==> src/rtl/sseg_pkg.sv <==
// sseg_pkg: shared types, segment constants and helpers for the display.
// Segments are {g,f,e,d,c,b,a}, active-low.
package sseg_pkg;

  typedef enum logic [1:0] {
    IDLE   = 2'd0,
    CONV   = 2'd1,
    COMMIT = 2'd2
  } state_e;

  localparam logic [6:0] SEG_0     = 7'b1000000;
  localparam logic [6:0] SEG_1     = 7'b1111001;
  localparam logic [6:0] SEG_2     = 7'b0100100;
  localparam logic [6:0] SEG_3     = 7'b0110000;
  localparam logic [6:0] SEG_4     = 7'b0011001;
  localparam logic [6:0] SEG_5     = 7'b0010010;
  localparam logic [6:0] SEG_6     = 7'b0000010;
  localparam logic [6:0] SEG_7     = 7'b1111000;
  localparam logic [6:0] SEG_8     = 7'b0000000;
  localparam logic [6:0] SEG_9     = 7'b0010000;
  localparam logic [6:0] SEG_DASH  = 7'b0111111;
  localparam logic [6:0] SEG_BLANK = 7'b1111111;

  function automatic logic [6:0] seg_decode(
    input logic [3:0] nib
  );
    logic [6:0] s;
    case (nib)
      4'd0:    s = SEG_0;
      4'd1:    s = SEG_1;
      4'd2:    s = SEG_2;
      4'd3:    s = SEG_3;
      4'd4:    s = SEG_4;
      4'd5:    s = SEG_5;
      4'd6:    s = SEG_6;
      4'd7:    s = SEG_7;
      4'd8:    s = SEG_8;
      4'd9:    s = SEG_9;
      default: s = SEG_BLANK;
    endcase
    return s;
  endfunction

  function automatic int pow10(input int d);
    int r;
    r = 1;
    for (int i = 0; i < d; i++) r = r * 10;
    return r;
  endfunction

endpackage

==> src/rtl/bin2bcd_seq.sv <==
// bin2bcd_seq: valid/ready capture plus sequential double-dabble converter.
// Ports: clk, reset (async, high), value_in/valid/ready, bcd, ovf, commit.
module bin2bcd_seq
  import sseg_pkg::*;
#(
  parameter int DIGITS = 4,
  parameter int BIN_W  = 10
) (
  input  logic                  clk,
  input  logic                  reset,
  input  logic [BIN_W-1:0]      value_in,
  input  logic                  value_valid,
  output logic                  value_ready,
  output logic [4*DIGITS-1:0]   bcd,
  output logic                  ovf,
  output logic                  commit
);

  localparam int CW = $clog2(BIN_W + 1);
  localparam int NW = 4 * DIGITS;
  localparam logic [31:0] MAXV = 32'(pow10(DIGITS) - 1);

  state_e            state_q, state_d;
  logic              ready_q, ready_d;
  logic [BIN_W-1:0]  sh_q, sh_d;
  logic [NW-1:0]     acc_q, acc_d;
  logic [NW-1:0]     adj;
  logic [CW-1:0]     cnt_q, cnt_d;
  logic              ovf_q, ovf_d;

  always_comb begin
    adj = acc_q;
    for (int i = 0; i < DIGITS; i++) begin
      if (acc_q[4*i +: 4] >= 4'd5)
        adj[4*i +: 4] = acc_q[4*i +: 4] + 4'd3;
    end
  end

  // ready drops on the transfer and only comes back one IDLE cycle
  // after COMMIT, so a held request is taken on the first fresh slot.
  always_comb begin
    state_d = state_q;
    ready_d = ready_q;
    sh_d    = sh_q;
    acc_d   = acc_q;
    cnt_d   = cnt_q;
    ovf_d   = ovf_q;
    unique case (state_q)
      IDLE: begin
        if (ready_q && value_valid) begin
          sh_d    = value_in;
          ovf_d   = 32'(value_in) > MAXV;
          acc_d   = '0;
          cnt_d   = '0;
          ready_d = 1'b0;
          state_d = CONV;
        end else begin
          ready_d = 1'b1;
        end
      end
      CONV: begin
        acc_d = {adj[NW-2:0], sh_q[BIN_W-1]};
        sh_d  = sh_q << 1;
        cnt_d = cnt_q + 1'b1;
        if (cnt_q == CW'(BIN_W - 1))
          state_d = COMMIT;
      end
      COMMIT: state_d = IDLE;
      default: state_d = IDLE;
    endcase
  end

  always_ff @(posedge clk or posedge reset) begin
    if (reset) begin
      state_q <= IDLE;
      ready_q <= 1'b1;
      sh_q    <= '0;
      acc_q   <= '0;
      cnt_q   <= '0;
      ovf_q   <= 1'b0;
    end else begin
      state_q <= state_d;
      ready_q <= ready_d;
      sh_q    <= sh_d;
      acc_q   <= acc_d;
      cnt_q   <= cnt_d;
      ovf_q   <= ovf_d;
    end
  end

  assign value_ready = ready_q;
  assign bcd         = acc_q;
  assign ovf         = ovf_q;
  assign commit      = (state_q == COMMIT);

endmodule

==> src/rtl/sseg_scan_ctrl.sv <==
// sseg_scan_ctrl: multiplexed common-anode 7-seg driver with BCD conversion.
// Ports: clk, reset, value_*, blank_lz, dp_in, an, sseg, dp, overflow.
// Macro SSEG_DIM_EN adds brightness[3:0] PWM of the active digit.
module sseg_scan_ctrl
  import sseg_pkg::*;
#(
  parameter int DIGITS  = 4,
  parameter int BIN_W   = 10,
  parameter int PRESC_W = 16
) (
  input  logic               clk,
  input  logic               reset,
`ifdef SSEG_DIM_EN
  input  logic [3:0]         brightness,
`endif
  input  logic [BIN_W-1:0]   value_in,
  input  logic               value_valid,
  output logic               value_ready,
  input  logic               blank_lz,
  input  logic [DIGITS-1:0]  dp_in,
  output logic [DIGITS-1:0]  an,
  output logic [6:0]         sseg,
  output logic               dp,
  output logic               overflow
);

  localparam int IW = (DIGITS > 1) ? $clog2(DIGITS) : 1;
  localparam int NW = 4 * DIGITS;

  logic [NW-1:0]      bcd;
  logic               ovf_c;
  logic               commit;

  logic [PRESC_W-1:0] presc_q, presc_d;
  logic [IW-1:0]      idx_q, idx_d;
  logic [NW-1:0]      disp_q, disp_d;
  logic               ovf_q, ovf_d;

  logic [DIGITS-1:0]  lz;
  logic               allz;
  logic [3:0]         nib;
  logic               blank_sel;
  logic               dp_req;
  logic               on;

  bin2bcd_seq #(
    .DIGITS (DIGITS),
    .BIN_W  (BIN_W)
  ) u_conv (
    .clk         (clk),
    .reset       (reset),
    .value_in    (value_in),
    .value_valid (value_valid),
    .value_ready (value_ready),
    .bcd         (bcd),
    .ovf         (ovf_c),
    .commit      (commit)
  );

  always_comb begin
    presc_d = presc_q + 1'b1;
    idx_d   = idx_q;
    if (&presc_q)
      idx_d = (idx_q == IW'(DIGITS - 1)) ? '0 : idx_q + 1'b1;
    disp_d  = commit ? bcd : disp_q;
    ovf_d   = commit ? ovf_c : ovf_q;
  end

  always_ff @(posedge clk or posedge reset) begin
    if (reset) begin
      presc_q <= '0;
      idx_q   <= '0;
      disp_q  <= '0;
      ovf_q   <= 1'b0;
    end else begin
      presc_q <= presc_d;
      idx_q   <= idx_d;
      disp_q  <= disp_d;
      ovf_q   <= ovf_d;
    end
  end

  // lz[i]: digit i and everything above it is zero (never for digit 0)
  always_comb begin
    lz   = '0;
    allz = 1'b1;
    for (int i = DIGITS - 1; i >= 0; i--) begin
      allz  = allz && (disp_q[4*i +: 4] == 4'd0);
      lz[i] = allz && (i != 0);
    end
  end

  always_comb begin
    nib       = '0;
    blank_sel = 1'b0;
    dp_req    = 1'b0;
    for (int i = 0; i < DIGITS; i++) begin
      if (idx_q == IW'(i)) begin
        nib       = disp_q[4*i +: 4];
        blank_sel = blank_lz && !ovf_q && lz[i];
        dp_req    = dp_in[i];
      end
    end
  end

`ifdef SSEG_DIM_EN
  assign on = presc_q[PRESC_W-1 -: 4] < brightness;
`else
  assign on = 1'b1;
`endif

  always_comb begin
    an = '1;
    for (int i = 0; i < DIGITS; i++) begin
      if (idx_q == IW'(i) && !blank_sel && on)
        an[i] = 1'b0;
    end
    if (blank_sel)  sseg = SEG_BLANK;
    else if (ovf_q) sseg = SEG_DASH;
    else            sseg = seg_decode(nib);
  end

  assign dp       = blank_sel | ~dp_req;
  assign overflow = ovf_q;

endmodule

==> config.mk <==
export PLATFORM = sky130hd
export DESIGN_NAME = sseg_scan_ctrl
export DESIGN_NICKNAME = d
export VERILOG_FILES = /design/src/rtl/sseg_pkg.sv /design/src/rtl/bin2bcd_seq.sv /design/src/rtl/sseg_scan_ctrl.sv
export SDC_FILE = /design/constraint.sdc
export NUM_CORES = 1
export LEC_CHECK = 0
export ABC_AREA = 1
export BUFFER_PORTS_ARGS = -buffer_cell sky130_fd_sc_hd__buf_2
export CAP_MARGIN = 15
export CORE_ASPECT_RATIO = 1.4
export CORE_UTILIZATION = 28
export CTS_BUF_LIST = sky130_fd_sc_hd__clkbuf_8
export DETAILED_ROUTE_END_ITERATION = 8
export PLACE_DENSITY = 0.48
export SYNTH_ARGS = -nofsm -noshare
export SYNTH_HDL_FRONTEND = slang
export SYNTH_HIERARCHICAL = 1
export SYNTH_SLANG_ARGS = --single-unit
==> constraint.sdc <==
create_clock -name clk -period 2.3 [get_ports clk]
set_input_delay 0.345 -clock clk [delete_from_list [all_inputs] [get_ports clk]]
set_output_delay 0.345 -clock clk [all_outputs]
set_load 0.02 [all_outputs]
==> results.yml, run 1 <==
global_routing:
  grt_antenna_before_repair: 0
  grt_overflow_total: 0
  grt_max_degree: 36
  grt_usage_pct: 12.8
  grt_pass1_wl_um: 14300
  grt_pass1_vias: 3181
floorplan:
  dieHeight_um: 139
  placeableCoreArea_um2: 13000
  num_rows: 49
  dieArea_um2: 13900
  die-width_um: 100
  boundaryPins: 32
  start_util_pct: 29.0
worst_setup_path:
  critical_path.startpoint_type: "flop"
  worstPathArrival_ps: 2160
  crit_path_max_incr_delay_ps: 470
  path_buf_inv: 4
  worst-setup-path-type: "flop to primary output"
  top_delay_family_on_crit_path: "buffers and inverters"
  required_ps: 1960
  maximum_fanout_along_the_worst_path: 4
  endpoint_kind: "primary output"
  critPathSlowestCell: "sky130_fd_sc_hd__dfrtp_2"
  cell_by_cell_listing_of_the_critical_path: "ha_4 -> buf_4 -> buf_4 -> a21oi_4 -> a21oi_4 -> buf_4 -> or2_4 -> nand2_2 -> nand2_2 -> nand2_2 -> buf_6"
cts:
  cts.sink_count: 68
  worst_skew_pair.late_latency_ps: 340
  cts.clk_slew.worst_paths_ps: 70
  cts_tree: "done"
  cts-htree-levels: 3
  tritoncts.num_buffers: 9
  clk_root_buffer_cell: "sky130_fd_sc_hd__clkbuf_8"
  clock_path_buffers: 2
synth:
  synth_net_count: 497
  ys_types: 36
  avgSynthCellArea_um2: 8.15
  syn_area_um2: 3770
  post_synth_inst_count: 463
  synth_seq_cells: 68
  synth_top_family_by_area: "simple AND/OR/NAND/NOR gates"
  yosys.area.top_type: "sky130_fd_sc_hd__dfrtp_1"
  post_synth_fa_ha_maj_area_fraction_pct: 5.31
  synth.area.mux_share_pct: 1.49
  post_synth_xor_area_fraction_pct: 3.25
  netlist.area_leader.share_pct: 44.4
  netlist_top_cells_area: "sky130_fd_sc_hd__dfrtp_1 (44%), sky130_fd_sc_hd__nand2_1 (14%), sky130_fd_sc_hd__nand3_1 (7.3%)"
  synthSimpleGateAreaFrac_pct: 27.8
  synthesized_area_fraction_occupied_by_ao_oa_aoi_and_oai_cells_pct: 8.39
  yosysSeqAreaShare_pct: 45.1
  synth_warnings: 6
sta:
  hold_viol: 0
  totalNegativeSetupSlack_ps: -1160
  post-route-min-period_ps: 2510
  achievable-frequency_mhz: 399
  number_of_max_slew_violations_in_the_final_report: 0
  hold_slack_ps: 98.5
  finalSetupViolations: 7
  skew_ps: 9.08
  rsz0062_at_grt: "true"
  final_critical_path_setup_slack_ps: -206
  final.period_utilization_pct: 109
routing:
  routed-via-count: 3125
  wl_per_cell_um: 11.5
  drcViolationCount: 0
  wirelength_um: 8070
  postRouteAntennaNets: 0
  drt-vias-per-instance: 4.47
  dr.pass1.iters: 4
  drt_first_iter_violations: 120
power:
  totalPowerFinal_mw: 5.58
  worst_ir_drop_vdd_v: 0.000665
  power_density_nw_per_um2: 1190
  p_leak_nw: 2.30
placement:
  hpwl_um: 5500
  io_buffer_count: 31
  gp_congestion: 0.763
  post_dp_cell_area_um2: 4160
finish:
  mostFrequentLayoutCell: "sky130_fd_sc_hd__nand2_1"
  layout-drive-gt1-share_pct: 25.9
  mostFrequentLayoutCells: "sky130_fd_sc_hd__nand2_1 (123), sky130_fd_sc_hd__dfrtp_1 (65), sky130_fd_sc_hd__nand3_1 (53)"
  antenna-diode-count: 0
  num-fill-cells: 1406
  fin_area_um2: 4690
  final_nets: 551
  area.growth.synth_to_final_pct: 24.2
min_path:
  hp-class: "input port to asynchronous set/reset pin"
status:
  violations: "negative setup slack"
  run_status: "finished, violations left"
run:
  max_cap_violations: 0
-- cells in the mapped netlist --
cell type	instances
sky130_fd_sc_hd__o21ai_1	6
sky130_fd_sc_hd__clkbuf_1	3
sky130_fd_sc_hd__o21ai_0	20
sky130_fd_sc_hd__nand4_1	11
sky130_fd_sc_hd__clkinv_1	1
sky130_fd_sc_hd__nor3_1	4
sky130_fd_sc_hd__o22ai_1	2
sky130_fd_sc_hd__conb_1	1
sky130_fd_sc_hd__nand3_1	55
sky130_fd_sc_hd__or2_2	1
sky130_fd_sc_hd__ha_1	16
sky130_fd_sc_hd__nor2_1	14
sky130_fd_sc_hd__dfstp_2	1
sky130_fd_sc_hd__a21oi_2	1
sky130_fd_sc_hd__buf_4	4
sky130_fd_sc_hd__inv_1	53
sky130_fd_sc_hd__o22ai_2	2
sky130_fd_sc_hd__xnor2_1	4
sky130_fd_sc_hd__o211ai_1	1
sky130_fd_sc_hd__a21oi_4	2
sky130_fd_sc_hd__mux2_2	5
sky130_fd_sc_hd__a21oi_1	13
sky130_fd_sc_hd__xor2_1	10
sky130_fd_sc_hd__inv_2	3
sky130_fd_sc_hd__nand2_4	1
sky130_fd_sc_hd__buf_2	2
sky130_fd_sc_hd__dfrtp_1	67
sky130_fd_sc_hd__nand3_2	1
sky130_fd_sc_hd__o221ai_1	1
sky130_fd_sc_hd__o21ai_2	3
sky130_fd_sc_hd__nor2_4	1
sky130_fd_sc_hd__nor3_2	1
sky130_fd_sc_hd__nor2_2	4
sky130_fd_sc_hd__nand2_1	137
sky130_fd_sc_hd__buf_6	5
sky130_fd_sc_hd__nand2_2	7
-- area by class of cell --
class | instances | area, um2 | area share [%]
multi-input combinational | 324 | 1900 | 40.6
clock buffer | 10 | 138 | 2.94
clock inverter | 5 | 100 | 2.14
timing repair buffer | 57 | 398 | 8.49
tap | 178 | 223 | 4.75
inverter | 57 | 221 | 4.73
sequential | 68 | 1710 | 36.4
-- repair_timing --
action	in CTS	in global routing
setup endpoints to repair	7	7
setup buffers	8	3
gates cloned	0	0
hold buffers	0	0
resized for setup	41	18
pin swaps	13	13
-- metal layers --
metal  part of all wire [%]  up-vias  wire length [um]  GRT usage [%]
met3                    3.4        8               271           2.46
met2                     50       67              4040           22.3
met4                   0.97        0                78           4.81
met1                     46     1460              3680           15.5
li1                       -     1590                 -              -
met5                      0        -                 0              0
-- tightest hold or removal path, delay by kind of cell --
family	cells	cell delay, ps
buf+inv	3	530
-- worst paths after layout --
kind                             start            endpoint  slack [ps]  depth (start not counted)
max                           idx_q[1]             sseg[3]        -210                         11
min                              reset          presc_q[3]         100                          3
max reg2reg                 presc_q[0]         presc_q[14]         820                          7
min reg2reg                 presc_q[0]          presc_q[0]         460                          1
max in group asynchronous        reset  u_conv/value_ready        1830                          3
min in group clk           value_in[4]      u_conv/sh_q[4]         220                          3
-- registers in the layout (all words and copies together) (netlist names), 2 cells and up --
name	count
disp_q	16
idx_q	2
presc_q	16
u_conv/bcd	16
u_conv/cnt_q	4
u_conv/sh_q	10
u_conv/state_q	2
-- power by group --
| group | switching, mW | total (mW) | internal, mW |
|---|---|---|---|
| logic | 1.49 | 2.49 | 1.00 |
| registers | 0.317 | 1.91 | 1.59 |
| clock network | 0.443 | 1.18 | 0.740 |
-- through the flow --
step / setup WS, ps / util [%] / instances
2_1_floorplan: 13.2 / - / 463
3_3_place_gp: -7.69 / 32.0 / 673
3_5_place_dp: -91.9 / 32.0 / 673
4_1_cts: -226 / 35.4 / 696
5_1_grt: -338 / 36.1 / 699
6_report: -206 / 36.1 / 699
-- cells by family (layout without fill, tap and decap cells) --
group | count (synthesis) | in the layout
other cells | 1 | 1
compound gates | 51 | 51
xor+xnor | 14 | 14
buf+inv | 71 | 129
mux | 5 | 5
fa+ha+maj | 16 | 16
flops | 68 | 68
simple gates | 237 | 237
No activity file was read; power rests on OpenSTA's default activity.
==> inputs of run 2 (changes only) <==
- PLACE_DENSITY: 0.48 -> 0.46
- clock period: 2.3 -> 2.73 ns (I/O delays scaled with it)
==> results.yml, run 2 (synthesis results as in run 1) <==
cts:
  cts-htree-levels: 3
  post_cts_hold_buffers: 0
  cts.clk_slew.worst_paths_ps: 80
  clock_path_buffers: 2
  cts_tree: "done"
  cts.sink_count: 68
  tritoncts.num_buffers: 9
  clk_root_buffer_cell: "sky130_fd_sc_hd__clkbuf_8"
  worst_skew_pair.late_latency_ps: 340
sta:
  hold_viol: 0
  number_of_max_slew_violations_in_the_final_report: 0
  worst_pin_slew_ps: 865
  final.period_utilization_pct: 95.5
  achievable-frequency_mhz: 384
  hold_slack_ps: 153
  finalSetupViolations: 0
  slew-limit-headroom_pct: 42.2
  post-route-min-period_ps: 2610
  skew_ps: 9.97
finish:
  multiInputGateArea_um2: 1850
  mostFrequentLayoutCells: "sky130_fd_sc_hd__nand2_1 (133), sky130_fd_sc_hd__dfrtp_1 (66), sky130_fd_sc_hd__nand3_1 (53)"
  post_layout_nonfiller_instances: 690
  final_nets: 541
  area.growth.synth_to_final_pct: 18.8
  antenna-diode-count: 0
  num-fill-cells: 1396
  layout-drive-gt1-share_pct: 22.5
  mostFrequentLayoutCell: "sky130_fd_sc_hd__nand2_1"
  layout.area.seq_um2: 1700
worst_setup_path:
  worst-setup-path-type: "flop to primary output"
  critical_path.reg2reg.startpoint: "presc_q[0]"
  maximum_fanout_along_the_worst_path: 7
  required_ps: 2320
  r2r_slack_ps: 1200
  cell_by_cell_listing_of_the_critical_path: "inv_2 -> ha_4 -> inv_4 -> nand2_2 -> nand3_4 -> a21oi_4 -> ha_4 -> or2_4 -> nand2_2 -> nand2_1 -> nand2_1 -> buf_6"
  reg2regPathDepth: 7
  critical_path.startpoint_type: "flop"
  endpoint_kind: "primary output"
  critPathSlowestCell: "sky130_fd_sc_hd__dfrtp_1"
  top_delay_family_on_crit_path: "simple AND/OR/NAND/NOR gates"
  path_buf_inv: 3
  worstPathArrival_ps: 2200
  regToRegEndpoint: "presc_q[14]"
  crit_path_max_incr_delay_ps: 410
routing:
  postRouteAntennaNets: 0
  drcViolationCount: 0
  detailroute.wirelength.met3_um: 221
  wl_per_cell_um: 11.5
  drt_first_iter_violations: 126
  dr.pass1.iters: 4
  top_layer_used: "met4"
  detail_route.wirelength.met1_um: 3810
  routed-via-count: 3062
  wirelength_um: 7920
  drt-vias-per-instance: 4.44
  met2RoutedLength_um: 3840
status:
  run_status: "finished, final reports clean"
floorplan:
  placeableCoreArea_um2: 13000
  dieHeight_um: 139
  start_util_pct: 29.0
  num_rows: 49
  dieArea_um2: 13900
  boundaryPins: 32
  die-width_um: 100
global_routing:
  grt_usage_pct: 12.3
  grt_pass1_vias: 3047
  grt_pass1_wl_um: 13900
  grt_overflow_total: 0
  grt_antenna_before_repair: 0
  grt_max_degree: 36
placement:
  gp_congestion: 0.806
  hpwl_um: 5620
  io_buffer_count: 31
  numPlacedInstances: 665
run:
  max_cap_violations: 0
power:
  power.net_switching_mw: 1.89
  p_leak_nw: 2.21
  power_density_nw_per_um2: 984
  internal-power_mw: 2.52
  share_clk_of_total_power_pct: 19.8
  share_seq_of_total_power_pct: 36.2
  p_comb_share_pct: 43.9
  totalPowerFinal_mw: 4.41
  netSwitchingFraction_pct: 42.9
  worst_ir_drop_vdd_v: 0.000476
min_path:
  hp-class: "input port to asynchronous set/reset pin"
-- run 2: cell count changes in the layout (fill, tap and decap cells not counted), moves of 6 or more --
cell	delta
sky130_fd_sc_hd__buf_2	+6
sky130_fd_sc_hd__buf_4	-9
sky130_fd_sc_hd__buf_6	-7
sky130_fd_sc_hd__nand2_1	+10
sky130_fd_sc_hd__nand2_2	-8
-- run 2: worst max-delay path by stage --
stage                         from       to  slack, ps  depth (start not counted)
after CTS                 idx_q[1]  sseg[3]          2                         14
after global placement    idx_q[0]  sseg[3]        160                         13
final                     idx_q[1]  sseg[3]        120                         12
after floorplan           idx_q[0]  sseg[3]        380                         13
after detailed placement  idx_q[0]  sseg[3]         80                         13
after global routing      idx_q[1]  sseg[3]         -9                         14
-- run 2: worst min-delay path, stage by stage --
cell                    delay [ps]
sky130_fd_sc_hd__buf_2         100
sky130_fd_sc_hd__inv_1          40
sky130_fd_sc_hd__buf_4         380
-- run 2: per-stage QoR --
stage | setup slack [ps] | util (%) | setup TNS, ps | area, um2
floorplan | 379 | - | 0 | 3770
global placement | 164 | 31.5 | 0 | 4100
detailed placement | 77.0 | 31.5 | 0 | 4100
CTS | 1.91 | 34.1 | 0 | 4440
global route | -8.52 | 34.5 | -8.52 | 4480
finish | 123 | 34.5 | 0 | 4480
-- run 2: final cells by class --
| cell class | instances | area share, % |
|---|---|---|
| Clock buffer | 10 | 3.07 |
| Multi-Input combinational cell | 324 | 41.3 |
| Inverter | 57 | 4.83 |
| Tap cell | 178 | 4.97 |
| Clock inverter | 6 | 1.59 |
| Timing Repair Buffer | 47 | 6.28 |
| Sequential cell | 68 | 38.0 |
-- run 2: power by group through the flow --
stage          sequential (mW)  combinational, mW  clock [mW]
6_report                  1.60               1.94       0.876
5_1_grt                   1.66               2.22       0.944
4_1_cts                   1.60               1.93       0.909
3_5_place_dp              1.62               1.84           0
3_3_place_gp              1.61               1.82           0
2_1_floorplan             1.56               1.52           0
-- run 2: layer usage --
metal  global-route usage, %  vias up
met4                    4.65        0
li1                        -     1578
met3                    2.66        4
met1                    15.7     1435
met2                    20.4       45
met5                       0        -
-- run 2: repair_timing --
| action | in CTS | in global routing |
|---|---|---|
| pin swaps | 5 | 10 |
| endpoints found under the setup margin | 5 | 6 |
| gates resized for setup | 19 | 9 |
| buffers inserted | 6 | 3 |
==> inputs of run 3 (changes only) <==
- CORE_ASPECT_RATIO: 1.4 -> 0.9
==> results.yml, run 3 (synthesis results as in run 1) <==
cts:
  cts.clk_slew.worst_paths_ps: 80
  clk_root_buffer_cell: "sky130_fd_sc_hd__clkbuf_8"
  tritoncts.num_buffers: 9
  clock_path_buffers: 2
  cts-htree-levels: 3
  worst_skew_pair.late_latency_ps: 350
  cts.sink_count: 68
  cts_tree: "done"
routing:
  wirelength_um: 8190
  postRouteAntennaNets: 0
  dr.pass1.iters: 5
  wl_per_cell_um: 12.0
  drt_first_iter_violations: 127
  drcViolationCount: 0
  drt-vias-per-instance: 4.56
  routed-via-count: 3103
finish:
  mostFrequentLayoutCells: "sky130_fd_sc_hd__nand2_1 (132), sky130_fd_sc_hd__dfrtp_1 (65), sky130_fd_sc_hd__nand3_1 (54)"
  mostFrequentLayoutCell: "sky130_fd_sc_hd__nand2_1"
  antenna-diode-count: 0
  layout-drive-gt1-share_pct: 23.3
  fin_area_um2: 4560
  final_nets: 545
  area.growth.synth_to_final_pct: 20.8
worst_setup_path:
  timing.critical_path.mode_cell: "sky130_fd_sc_hd__nand2_1"
  maximum_fanout_along_the_worst_path: 5
  critPathSlowestCell: "sky130_fd_sc_hd__dfrtp_2"
  critical_path.startpoint_type: "flop"
  worst-setup-path-type: "flop to primary output"
  crit_path_max_incr_delay_ps: 450
  required_ps: 2320
  top_delay_family_on_crit_path: "simple AND/OR/NAND/NOR gates"
  cell_by_cell_listing_of_the_critical_path: "inv_4 -> ha_4 -> inv_4 -> nand2_1 -> nand3_1 -> nand2_1 -> nand2_2 -> inv_2 -> ha_4 -> or2_4 -> nand2_1 -> nand2_1 -> nand2_2 -> buf_6"
  worstPathArrival_ps: 2230
  path_buf_inv: 4
  endpoint_kind: "primary output"
placement:
  post_dp_cell_area_um2: 4080
  hpwl_um: 5640
  gp_congestion: 0.817
  io_buffer_count: 31
power:
  totalPowerFinal_mw: 4.58
  p_leak_nw: 2.24
  power.net_switching_mw: 1.91
  internal-power_mw: 2.67
  netSwitchingFraction_pct: 41.7
  share_seq_of_total_power_pct: 35.1
  power_density_nw_per_um2: 1000
  worst_ir_drop_vdd_v: 0.000398
  share_clk_of_total_power_pct: 20.5
  p_comb_share_pct: 44.4
global_routing:
  grt_pass1_vias: 3076
  grt_max_degree: 34
  grt_pass1_wl_um: 14100
  grt_antenna_before_repair: 0
  grt_usage_pct: 12.5
  grt_overflow_total: 0
floorplan:
  num_rows: 39
  placeableCoreArea_um2: 12900
  dieArea_um2: 13900
  boundaryPins: 32
  dieHeight_um: 112
  die-width_um: 124
  start_util_pct: 29.2
sta:
  final.period_utilization_pct: 96.7
  hold_viol: 0
  skew_ps: 6.54
  number_of_max_slew_violations_in_the_final_report: 0
  totalNegativeSetupSlack_ps: 0
  worst_pin_slew_ps: 727
  finalSetupViolations: 0
  post-route-min-period_ps: 2640
  achievable-frequency_mhz: 379
  slew-limit-headroom_pct: 51.4
min_path:
  hp-class: "input port to asynchronous set/reset pin"
status:
  run_status: "finished, final reports clean"
run:
  max_cap_violations: 0
## run 3: cell count changes in the layout (fill, tap and decap cells not counted), sizes merged
cell and delta:
buf +4, bufinv +1, inv -2, clkinvlp +1
## run 3: repair_timing
action,in CTS,in global routing
pin swaps,6,16
hold buffers,0,0
setup buffers,8,7
setup endpoints to repair,1,6
resized for setup,14,29
cloned,0,0
## run 3: worst min-delay path, delay by kind of cell
family                 cells  cell delay [ps]
buffers and inverters      3              540
## run 3: worst paths after layout
| kind | start | to | slack (ps) | cells after the start |
|---|---|---|---|---|
| worst max register to register | presc_q[0] | presc_q[14] | 1210 | 7 |
| worst min-delay path | reset | u_conv/bcd[1] | 170 | 3 |
| max in group asynchronous | reset | idx_q[1] | 1830 | 3 |
| worst max-delay path | idx_q[1] | sseg[3] | 90 | 14 |
| min in group clk | value_in[0] | u_conv/sh_q[0] | 270 | 3 |
| worst min register to register | presc_q[0] | presc_q[0] | 450 | 1 |
## run 3: area by class of cell
cell class	instances	area, um2
multi-input cells	324	1850
flip-flops and latches	68	1710
clock inverters	6	87.6
inverters	57	224
fillers	1380	8370
repair buffers	51	344
well taps	164	205
clock buffers	10	138
## run 3: metal layers
layer	routed length, um	part of all wire (%)	global-route usage (%)	vias to the layer above
met1	4170	51	16.8	1453
li1	-	-	-	1580
met4	143	1.7	4.82	0
met5	0	0	0	-
met2	3550	43	19.1	56
met3	315	3.8	3.57	14
## run 3: power by group through the flow
stage	Clock [mW]	Combinational (mW)	Sequential, mW
6_report	0.938	2.03	1.61
5_1_grt	1.01	2.31	1.66
4_1_cts	0.978	1.91	1.61
3_5_place_dp	0	1.84	1.63
3_3_place_gp	0	1.81	1.62
2_1_floorplan	0	1.52	1.56
## run 3: metrics by stage
stage	cells	utilization (%)	hold slack, ps	setup slack [ps]
2_1_floorplan	463	-	422	379
3_3_place_gp	651	31.5	438	163
3_5_place_dp	651	31.5	441	113
4_1_cts	675	34.2	170	0.0628
5_1_grt	680	35.2	180	-21.9
6_report	680	35.2	167	89.2
